### config.mk
export PLATFORM = sky130hd
export DESIGN_NAME = controle_multiciclo
export DESIGN_NICKNAME = d
export VERILOG_FILES = /design/src/rtl/controle_multiciclo.sv
export SDC_FILE = /design/constraint.sdc
export NUM_CORES = 1
export LEC_CHECK = 0
export CORE_MARGIN = 2
export CORE_UTILIZATION = 45
export CTS_BUF_LIST = sky130_fd_sc_hd__clkbuf_8
export DETAILED_ROUTE_END_ITERATION = 12
export GPL_TIMING_DRIVEN = 0
export PLACE_DENSITY_LB_ADDON = 0.25
export SYNTH_ARGS = -nofsm -noshare
export SYNTH_HDL_FRONTEND = slang
export SYNTH_SLANG_ARGS = --single-unit
### constraint.sdc
create_clock -name i_clk -period 5.1 [get_ports i_clk]
set_clock_uncertainty 0.15 [all_clocks]
set_input_delay 1.02 -clock i_clk [delete_from_list [all_inputs] [get_ports i_clk]]
set_output_delay 1.02 -clock i_clk [all_outputs]
set_load 0.02 [all_outputs]
### src/rtl/controle_multiciclo.sv
// Multicycle MIPS-subset control unit: Moore FSM that sequences fetch, decode,
// execute, memory and writeback, stalling on the memory-ready handshake.
module controle_multiciclo (
  input  logic       i_clk,
  input  logic       i_rst_n,
  input  logic [5:0] i_opcode,
  input  logic       i_zero,
  input  logic       i_mem_ready,
  output logic       o_pc_en,
  output logic       o_iord,
  output logic       o_mem_read,
  output logic       o_mem_write,
  output logic       o_ir_write,
  output logic       o_reg_dst,
  output logic       o_mem_to_reg,
  output logic       o_reg_write,
  output logic       o_alu_src_a,
  output logic [1:0] o_alu_src_b,
  output logic [1:0] o_alu_op,
  output logic [1:0] o_pc_source,
  output logic       o_excecao,
  output logic [3:0] o_estado
);

  typedef enum logic [3:0] {
    S_IDLE = 4'd0, S_FETCH = 4'd1, S_DECODE = 4'd2, S_MEMADR = 4'd3,
    S_MEMREAD = 4'd4, S_MEMWB = 4'd5, S_MEMWRITE = 4'd6, S_EXECUTE = 4'd7,
    S_ALUWB = 4'd8, S_BRANCH = 4'd9, S_ADDIEX = 4'd10, S_ADDIWB = 4'd11,
    S_JUMP = 4'd12, S_ILLEGAL = 4'd13
  } state_t;

  typedef struct packed {
    logic       fetch;
    logic       pc_write;
    logic       branch;
    logic       mem_read;
    logic       mem_write;
    logic       iord;
    logic       reg_dst;
    logic       mem_to_reg;
    logic       reg_write;
    logic       alu_src_a;
    logic [1:0] alu_src_b;
    logic [1:0] alu_op;
    logic [1:0] pc_source;
    logic       excecao;
  } ctrl_t;

  localparam logic [5:0] OP_R    = 6'b000000;
  localparam logic [5:0] OP_LW   = 6'b100011;
  localparam logic [5:0] OP_SW   = 6'b101011;
  localparam logic [5:0] OP_BEQ  = 6'b000100;
  localparam logic [5:0] OP_ADDI = 6'b001000;
  localparam logic [5:0] OP_J    = 6'b000010;

  state_t r_state;
  state_t w_next;
  ctrl_t  r_ctrl;

  // Outputs are registered from the next state, so they are a pure decode of r_state.
  function automatic ctrl_t f_decode(input state_t s);
    ctrl_t c;
    c = '0;
    case (s)
      S_FETCH:    begin c.fetch = 1'b1; c.mem_read = 1'b1; c.alu_src_b = 2'b01; end
      S_DECODE:   c.alu_src_b = 2'b11;
      S_MEMADR:   begin c.alu_src_a = 1'b1; c.alu_src_b = 2'b10; end
      S_MEMREAD:  begin c.mem_read = 1'b1; c.iord = 1'b1; end
      S_MEMWB:    begin c.mem_to_reg = 1'b1; c.reg_write = 1'b1; end
      S_MEMWRITE: begin c.mem_write = 1'b1; c.iord = 1'b1; end
      S_EXECUTE:  begin c.alu_src_a = 1'b1; c.alu_op = 2'b10; end
      S_ALUWB:    begin c.reg_dst = 1'b1; c.reg_write = 1'b1; end
      S_BRANCH:   begin
        c.alu_src_a = 1'b1; c.alu_op = 2'b01; c.pc_source = 2'b01; c.branch = 1'b1;
      end
      S_ADDIEX:   begin c.alu_src_a = 1'b1; c.alu_src_b = 2'b10; end
      S_ADDIWB:   c.reg_write = 1'b1;
      S_JUMP:     begin c.pc_source = 2'b10; c.pc_write = 1'b1; end
      S_ILLEGAL:  c.excecao = 1'b1;
      default:    c = '0;
    endcase
    return c;
  endfunction

  always_comb begin
    w_next = S_FETCH;
    case (r_state)
      S_IDLE:     w_next = S_FETCH;
      S_FETCH:    w_next = i_mem_ready ? S_DECODE : S_FETCH;
      S_DECODE:
        case (i_opcode)
          OP_R:          w_next = S_EXECUTE;
          OP_LW, OP_SW:  w_next = S_MEMADR;
          OP_BEQ:        w_next = S_BRANCH;
          OP_ADDI:       w_next = S_ADDIEX;
          OP_J:          w_next = S_JUMP;
          default:       w_next = S_ILLEGAL;
        endcase
      S_MEMADR:   w_next = (i_opcode == OP_LW) ? S_MEMREAD : S_MEMWRITE;
      S_MEMREAD:  w_next = i_mem_ready ? S_MEMWB : S_MEMREAD;
      S_MEMWRITE: w_next = i_mem_ready ? S_FETCH : S_MEMWRITE;
      S_EXECUTE:  w_next = S_ALUWB;
      S_ADDIEX:   w_next = S_ADDIWB;
      default:    w_next = S_FETCH;
    endcase
  end

  always_ff @(posedge i_clk or negedge i_rst_n) begin
    if (!i_rst_n) begin
      r_state <= S_IDLE;
      r_ctrl  <= '0;
    end else begin
      r_state <= w_next;
      r_ctrl  <= f_decode(w_next);
    end
  end

  // The fetch strobes fire only in the MemReady cycle: one IR load and one PC+4 per fetch.
  assign o_ir_write   = r_ctrl.fetch & i_mem_ready;
  assign o_pc_en      = (r_ctrl.fetch & i_mem_ready) | r_ctrl.pc_write | (r_ctrl.branch & i_zero);
  assign o_iord       = r_ctrl.iord;
  assign o_mem_read   = r_ctrl.mem_read;
  assign o_mem_write  = r_ctrl.mem_write;
  assign o_reg_dst    = r_ctrl.reg_dst;
  assign o_mem_to_reg = r_ctrl.mem_to_reg;
  assign o_reg_write  = r_ctrl.reg_write;
  assign o_alu_src_a  = r_ctrl.alu_src_a;
  assign o_alu_src_b  = r_ctrl.alu_src_b;
  assign o_alu_op     = r_ctrl.alu_op;
  assign o_pc_source  = r_ctrl.pc_source;
  assign o_excecao    = r_ctrl.excecao;
  assign o_estado     = r_state;

endmodule

# ---- Yosys cells after proc, flatten, opt, wreduce, memory -nomap -nowiden
# Index checks and enable logic that the tools add are counted.
dict set report word_totals {
  output_inout_bits 20
  wordCells 71
  regBits 21
  input_bits 10
}
dict set report classes {
  n_reduce_logical 7
  mux 20
  bitwise 4
  n_eq_ne 25
}
# cell count
set op_table {}
lappend op_table {{equality test 4 x 3 -> 1 bit (second input constant)} 7}
lappend op_table {{equality test 4 bit (second input constant)} 7}
lappend op_table {{one-hot mux 4 bit (7 select lines)} 1}
lappend op_table {{one-hot mux 4 bit (5 select lines)} 1}
lappend op_table {{equality test 4 x 2 -> 1 bit (second input constant)} 4}
lappend op_table {{equality test 6 bit (second input constant)} 2}
lappend op_table {{2-to-1 mux 1 bit} 12}
lappend op_table {{equality test 4 x 1 -> 1 bit (second input constant)} 2}
lappend op_table {{one-hot mux 2 bit (2 select lines)} 2}
lappend op_table {{OR reduction 2 bit} 4}
lappend op_table {{equality test 6 x 2 -> 1 bit (second input constant)} 1}
lappend op_table {{equality test 6 x 3 -> 1 bit (second input constant)} 1}
lappend op_table {{equality test 6 x 4 -> 1 bit (second input constant)} 1}
lappend op_table {{zero test 6 bit} 1}
lappend op_table {{one-hot mux 2 bit (3 select lines)} 1}
lappend op_table {{2-to-1 mux 2 bit} 2}
lappend op_table {{OR reduction 4 bit} 1}
lappend op_table {{2-to-1 mux 3 bit} 1}
lappend op_table {{OR reduction 3 bit} 1}
lappend op_table {{AND 1 bit} 2}
lappend op_table {{bitwise OR 1 bit} 2}

# ---- Logic depth before layout (Yosys ltp)
dict set report depth {
  depth_word 7
  ltp_mapped 7
  mapped_depth_nobuf 6
}

# ---- Worst setup path before layout
# No wires, ideal clock.
dict set report synth_timing {
  path_type {input -> output}
  from {in i_mem_ready}
  to {out o_pc_en}
  t_required_ps 3930
  t_arrival_ps 1584
  stages 2
  setup_slack_ps 2346
  n_path_buf 0
  cell_sequence {and2_1 a211o_1}
}
dict set report synth_via {
  elab_chain_cells 3
}
# element line_no
set synth_lines {}
lappend synth_lines {{start, declared} 8} ;# input logic i_mem_ready,
lappend synth_lines {{AND 1 bit} 120} ;# assign o_pc_en = (r_ctrl.fetch & i_mem_ready) | r_ctrl.pc_write | (r_ctrl.branch & i_zero);
lappend synth_lines {{bitwise OR 1 bit (2 in a row)} 120}
lappend synth_lines {{end, declared} 9} ;# output logic o_pc_en,
# Every way passes these cells.

# ---- Worst setup path after layout
# Same ends and word-level chain as after synthesis.

==> flow_metrics.tcl <==
set metrics [dict create \
    status "complete, no violations" \
    wl_met2_um 1080 \
    drc 0 \
    numClockSinks 19 \
    path_clk_slew_ps 70 \
    arrival_ps 2520 \
    synth_ff_type "dfrtp_1" \
    largest_reg_flops 4 \
    fin_nets 137 \
    peakVddDrop_uv 423 \
    yosysMostFrequentCell "dfrtp_1" \
    grt_start_max_net_pins 20 \
    drt_first_pass_iters 4 \
    relSlewSlack 0.470 \
    tightest_slew_ps 792 \
    clk_path_buf_depth 2 \
    power_uw 797 \
    min_period_over_period 0.724 \
    n_fill_cell 169 \
    dp_cells 149 \
    seqCellArea_um2 475 \
    ys_warn_count 0 \
    gp_congestion 0.756 \
    dp_hpwl_um 1430 \
    synth_cells 93 \
    wl_met3_um 81 \
    syn_area_per_cell_um2 10.7 \
    root_buffer "clkbuf_8" \
    h-tree-depth 1 \
    reg2reg_from "o_estado[0]$_DFF_PN0_" \
    multi_input_area_um2 430 \
    pin_count 30 \
    r2r_setup_slack_ps 3080 \
    ctsHoldBuffers 0 \
    setup_tns_ps 0 \
    hold_ws_ps 604 \
    first_iter_violations 9 \
    initial_core_util 0.490 \
    vias 808 \
    diodes 0 \
    synth_commonest_cells "dfrtp_1, buf_4, nor2_1" \
    post_dp_cell_area_mm2 0.00132 \
    ys_seq_elements 19 \
    wl_per_cell_um 13.4 \
    cts_buffers 3 \
    cts_tree "yes" \
    ant_nets 0 \
    antenna_found_initial 0 \
    worstReg2RegEnd "o_alu_src_a$_DFF_PN0_" \
    crit_path_max_fanout 7 \
    fin_util 0.673 \
    vias_per_cell 5.28 \
    synthArstFlopShare 1.00 \
    required_ps 3930 \
    rsz0062_at_grt "false" \
    whs_path_depth 2 \
    area_growth_pct 37.4 \
    num_rows 16 \
    overflow 0 \
    hold_end "o_reg_write$_DFF_PN0_" \
    syn_area_um2 991 \
    place_ws_ps 1410 \
    power_density_mw_per_mm2 585 \
    grt_usage 0.178 \
    grt_first_pass_wirelength_um 3500 \
    synth-edff-count 0 \
    cts_resized 0 \
    critPathLaunchType "primary input" \
    hp-class "reg -> reg" \
    ys_seq_area_frac 0.480 \
    die_area_mm2 0.00259 \
    max_freq_ghz 0.271 \
    min_from "o_estado[3]$_DFF_PN0_" \
    instances_no_fill 153 \
    synth_top_area_cell "dfrtp_1" \
    port_buffers 29 \
    finalInstanceArea_mm2 0.00136 \
    p_leak_nw 0.588 \
    highest_layer "met4" \
    routed_wl_um 2040 \
    syn-num-nets 103 \
    critPathKind "in -> out" \
    cap_violations 0 \
    endpoint_kind "output port" \
    core_mm2 0.00202 \
    clkLatencyLatePin_ps 250 \
    hold_viol_final 0 \
    setup_viol 0 \
    synth_cell_types 37 \
    setup_ws_ps 1410 \
    die_x_um 50.9 \
    grt_pass1_vias 791 \
    slew_violations 0 \
    cts_setup_buffers 0 \
    die_y_um 50.9 \
    synth_top_area_frac 0.480 \
    rr_worst_depth 7 \
    synth_area_leaders "dfrtp_1, buf_4, nor3_2" \
    wl_met1_um 864 \
    fin_crit_ps 3690 \
    drive_above_1_share 0.206 \
]
==> report_power, final <==
part	internal, mW	switching [mW]	total [mW]
clock network	0.0543	0.0505	0.105
logic	0.208	0.263	0.471
registers	0.198	0.0225	0.221
total	0.461	0.336	0.797
==> worst max-delay path by stage <==
stage / start / endpoint / slack, ps / cells after the start
global route: i_mem_ready / o_pc_en / 1340 / 4
detailed placement: i_mem_ready / o_pc_en / 1410 / 4
floorplan: i_mem_ready / o_pc_en / 2350 / 2
finish: i_mem_ready / o_pc_en / 1410 / 4
global placement: i_mem_ready / o_pc_en / 1430 / 4
CTS: i_mem_ready / o_pc_en / 1400 / 4
==> layer usage <==
layer / global-route usage / vias to the layer above
li1: - / 388
met1: 0.216 / 398
met2: 0.314 / 18
met3: 0.0409 / 4
met4: 0.0541 / 0
met5: 0 / -
==> critical path, stage by stage <==
cell	delay (ps)
clkdlybuf4s50_1	500
and2_1	200
a211o_1	270
clkdlybuf4s50_1	530
==> cell families after synthesis <==
kind of cell,synth area share
muxes,0.0101
AOI/OAI and AO/OA,0.130
DFF,0.480
and+or+nand+nor,0.268
xor gates and xnor gates,0.0265
buffers and inverters,0.0859
==> cell usage in the layout (no fill, tap or decap), types with 2 or more instances in the layout <==
cell type	Yosys	layout
a211o_1	2	2
a21oi_1	2	2
and2_1	2	2
buf_2	3	3
buf_4	7	7
clkbuf_8	0	3
clkdlybuf4s50_1	0	29
dfrtp_1	19	19
inv_1	3	3
nand2_1	2	2
nand2b_1	4	4
nand3_1	3	3
nor2_1	6	6
nor2b_1	4	4
nor3_1	4	4
nor3_2	4	4
nor3b_1	2	2
nor4bb_1	2	2
o21ai_0	2	2
xnor2_1	3	3
==> area by class of cell <==
type	instances	share of cell area
Timing Repair Buffer	29	0.213
Clock buffer	3	0.0303
Buffer	10	0.0496
Clock inverter	1	0.00368
Tap cell	27	0.0248
Inverter	4	0.0129
Multi-Input combinational cell	60	0.316
Sequential cell	19	0.349
Note: power is estimated with default switching activity, not from simulation.
